$ cat config.mk
export PLATFORM = sky130hd
export DESIGN_NAME = nand_settle_timer
export DESIGN_NICKNAME = d
export VERILOG_FILES = /design/src/rtl/nand_settle_timer.sv
export SDC_FILE = /design/constraint.sdc
export NUM_CORES = 1
export LEC_CHECK = 0
export ABC_AREA = 1
export CAP_MARGIN = 20
export CORE_AREA = 2 2 39 41
export CTS_CLUSTER_DIAMETER = 60
export DETAILED_ROUTE_END_ITERATION = 6
export DIE_AREA = 0 0 41 43
export PLACE_DENSITY_LB_ADDON = 0.15
export SETUP_SLACK_MARGIN = 0.3
export SLEW_MARGIN = 20
export SYNTH_ARGS = -nofsm -noshare
export SYNTH_HDL_FRONTEND = slang
export SYNTH_SLANG_ARGS = --single-unit
$ cat constraint.sdc
create_clock -name clk -period 2.16 [get_ports clk]
set_clock_uncertainty 0.1 [all_clocks]
set_input_delay 0.324 -clock clk [delete_from_list [all_inputs] [get_ports clk]]
set_output_delay 0.324 -clock clk [all_outputs]
set_load 0.02 [all_outputs]
$ cat src/rtl/nand_settle_timer.sv
// rtl/nand_settle_timer.sv - 4-bit loadable down counter that flags when the settle time has elapsed
module nand_settle_timer (
   input  logic       clk,
   input  logic       rst_n,
   input  logic       load,
   input  logic [3:0] load_val,
   input  logic       dec,
   output logic       expire
);

   logic [3:0] cnt;

   // Load has priority; decrement stops at zero so the counter never wraps
   always_ff @(posedge clk or negedge rst_n) begin
      if (!rst_n) begin
         cnt <= 4'd0;
      end else if (load) begin
         cnt <= load_val;
      end else if (dec && (cnt != 4'd0)) begin
         cnt <= cnt - 4'd1;
      end
   end

   assign expire = (cnt == 4'd0);

endmodule

==> reports/metrics.csv <==
metric,value,unit
deepest clock path buffer count,2,
Regs by FF count,cnt: 4 flops,
Final Non-Filler Cells,73,
critical path data required time,1740,ps
Max Freq,613,MHz
Max Cap Viol,0,
Worst Setup End Kind,primary output,
"Cell Area, Synth",295,um2
Clock transition at path regs,40,ps
Initial Util,21.3,%
fin. max-slew vios,0,
Ports,9,
residual DRC count,0,
internal power,199,uW
Crit path max-delay family,flip-flops,
cell row count,14,
root buffer cell,clkbuf_4,
grt ovf,0,
P&R area growth vs syn,39.8,%
Via-to-Cell Ratio,4.07,
core box area,0.00138,mm2
Die Footprint,0.00176,mm2
Tmin final,1630,ps
Tot Pwr,301,uW
Min Hold Slack,194,ps
"number of placed instances, taps included",70,
Met1 Wirelength,312,um
Reg area,100,um2
Multi-input gate area,169,um2
Most used DFF post-synth,dfrtp_1,
DR WL/cell,8.18,um
worst endpoint data arrival time,1210,ps
NetSw,102,uW
"slowest stage delay, CP",380,ps
initial antenna violation count,0,
die height,43,um
syn_nets,55,
"area leader, netlist",dfrtp_1,
Skew-Pair Late Insertion Delay,230,ps
total CTS buffers,3,
relative slew slack,78.9,%
DP Worst Slack,330,ps
sum of negative setup slack,0,ps
antenna-violating nets left,0,
crit-path most repeated cell,inv_1,
register bank with the most flops,cnt,
Final Setup Violations,0,
Clk pwr share,29.4,%
worst vdd ir,405,uV
Synth cell types,13,
critical path peak fanout,3,
diodes inserted,0,
number of H-tree levels,1,
Yosys top cell area share,33.9,%
most common cell in the netlist,nand2_1,
number of global-route vias before repair,261,
Flop pwr share,34.9,%
Mapped Cells,46,
DR vias,297,
met3 wire len,18,um
worst path cell trace,inv_1 > ha_1 > nand2_2 > inv_1 > clkbuf_2,
max reg flops,4,
"Seq/Total Area, Yosys",33.9,%
Hold Path Class,primary input to asynchronous set/reset pin,
worst slew pin tran,316,ps
combinational share of power,35.6,%
hpwl dp,486,um
type of the worst setup path,flop to primary output,
global-route wire length before repair,1060,um
initial DRC count,4,
Sw Share,33.9,%
Synth area leaders,"dfrtp_1 34%, nand2_1 27%, inv_1 6.4%",
port bufs,8,
GRT Overall Usage,8.99,%
NumNets Final,68,
register bit total from synthesis,4,
Startpoint Class,flop,
share of cells above drive strength 1,15.8,%
"Setup Fix Bufs, Post-CTS",0,
fillcell total,159,
Final Cycle Share,75.6,%
PnR worst setup slack,527,ps
Final GP Congestion,0.665,
Bufs and invs on worst path,3,
metal2 WL,265,um
Ys Warns,0,
number of synthesized flops with an enable pin,0,
WL final,597,um
Cell Pwr Density,729,mW/mm2
largest net degree at the start of global routing,9,
Synth async-reset ratio,100,%
Horiz. Die Dim,41,um
unrepaired setup endpoints after global routing,no,
CTS tree,yes,
Commonest cells post-synth,"21 x nand2_1, 5 x inv_1, 4 x dfrtp_1, 3 x nand3_1",
Fin. Hold Viols,0,
drt first pass iters,3,
status,finished clean,
clk sinks,4,
Avg Inst Size Synth,6.42,um2
CP max stage cell,dfrtp_1,
highest routed layer,met3,
Pleak,0.000224,uW
## kinds of logic after synthesis
logic type	count (synthesis)	share of synthesized area, %
buf+inv	7	8.90
fa+ha+maj	1	4.24
simple gates	32	49.6
compound gates	2	3.39
flops	4	33.9
## what timing repair did
item,4_1_cts,5_1_grt
gates resized for setup,1,2
hold buffers,0,0
endpoints found under the setup margin,1,1
## layout by cell type (no fill, tap or decap), types with 2 or more instances in the layout
cell | Yosys | final
nand3_1 | 3 | 3
nor2_1 | 2 | 2
nand2_1 | 21 | 21
nand3b_1 | 2 | 2
o21ai_0 | 2 | 2
clkdlybuf4s50_1 | 0 | 7
inv_1 | 5 | 5
clkbuf_4 | 0 | 3
dfrtp_1 | 4 | 4
nand2_2 | 2 | 2
## metal layers
layer	global-route usage [%]	vias to the layer above
met2	11.3	4
li1	-	163
met5	0	-
met3	4.71	0
met4	2.00	0
met1	13.4	130
## worst paths after layout
check	startpoint	end	slack, ps	cells past startpoint
worst max register to register	cnt[0]$_DFFE_PN0P_	cnt[2]$_DFFE_PN0P_	880	7
worst max-delay path	cnt[0]$_DFFE_PN0P_	expire	530	5
worst min register to register	cnt[0]$_DFFE_PN0P_	cnt[0]$_DFFE_PN0P_	430	2
worst min-delay path	rst_n	cnt[0]$_DFFE_PN0P_	190	1
max in group asynchronous	rst_n	cnt[2]$_DFFE_PN0P_	1600	1
min in group clk	cnt[0]$_DFFE_PN0P_	cnt[0]$_DFFE_PN0P_	430	2
## worst reg2reg max path: stages (launching register included)
cell and delay [ps]:
dfrtp_1 380, inv_1 100, ha_1 210, nand2_2 90, nand2_4 90, nand2_2 60, nand2_1 80, nand2_1 50
## cell type report
class | instances | area share (%)
Multi-Input combinational cell | 35 | 40.9
Sequential cell | 4 | 24.2
Timing Repair Buffer | 8 | 18.2
Inverter | 7 | 6.36
Clock buffer | 3 | 5.45
Tap cell | 16 | 4.85
## stage by stage
| step | util, % | area [um2] |
|---|---|---|
| global placement | 28.6 | 395 |
| global route | 29.8 | 413 |
| finish | 29.8 | 413 |
| detailed placement | 28.6 | 395 |
| CTS | 30.1 | 417 |
| floorplan | - | 295 |
## power by group through the flow
stage               sequential (uW)  clock, uW  combinational (uW)
detailed placement              106          0                 113
floorplan                       102          0                76.3
finish                          105       88.6                 107
global placement                106          0                 114
global route                    108       98.0                 127
CTS                             105       94.9                 110
Note: power is estimated with default switching activity, not from simulation.
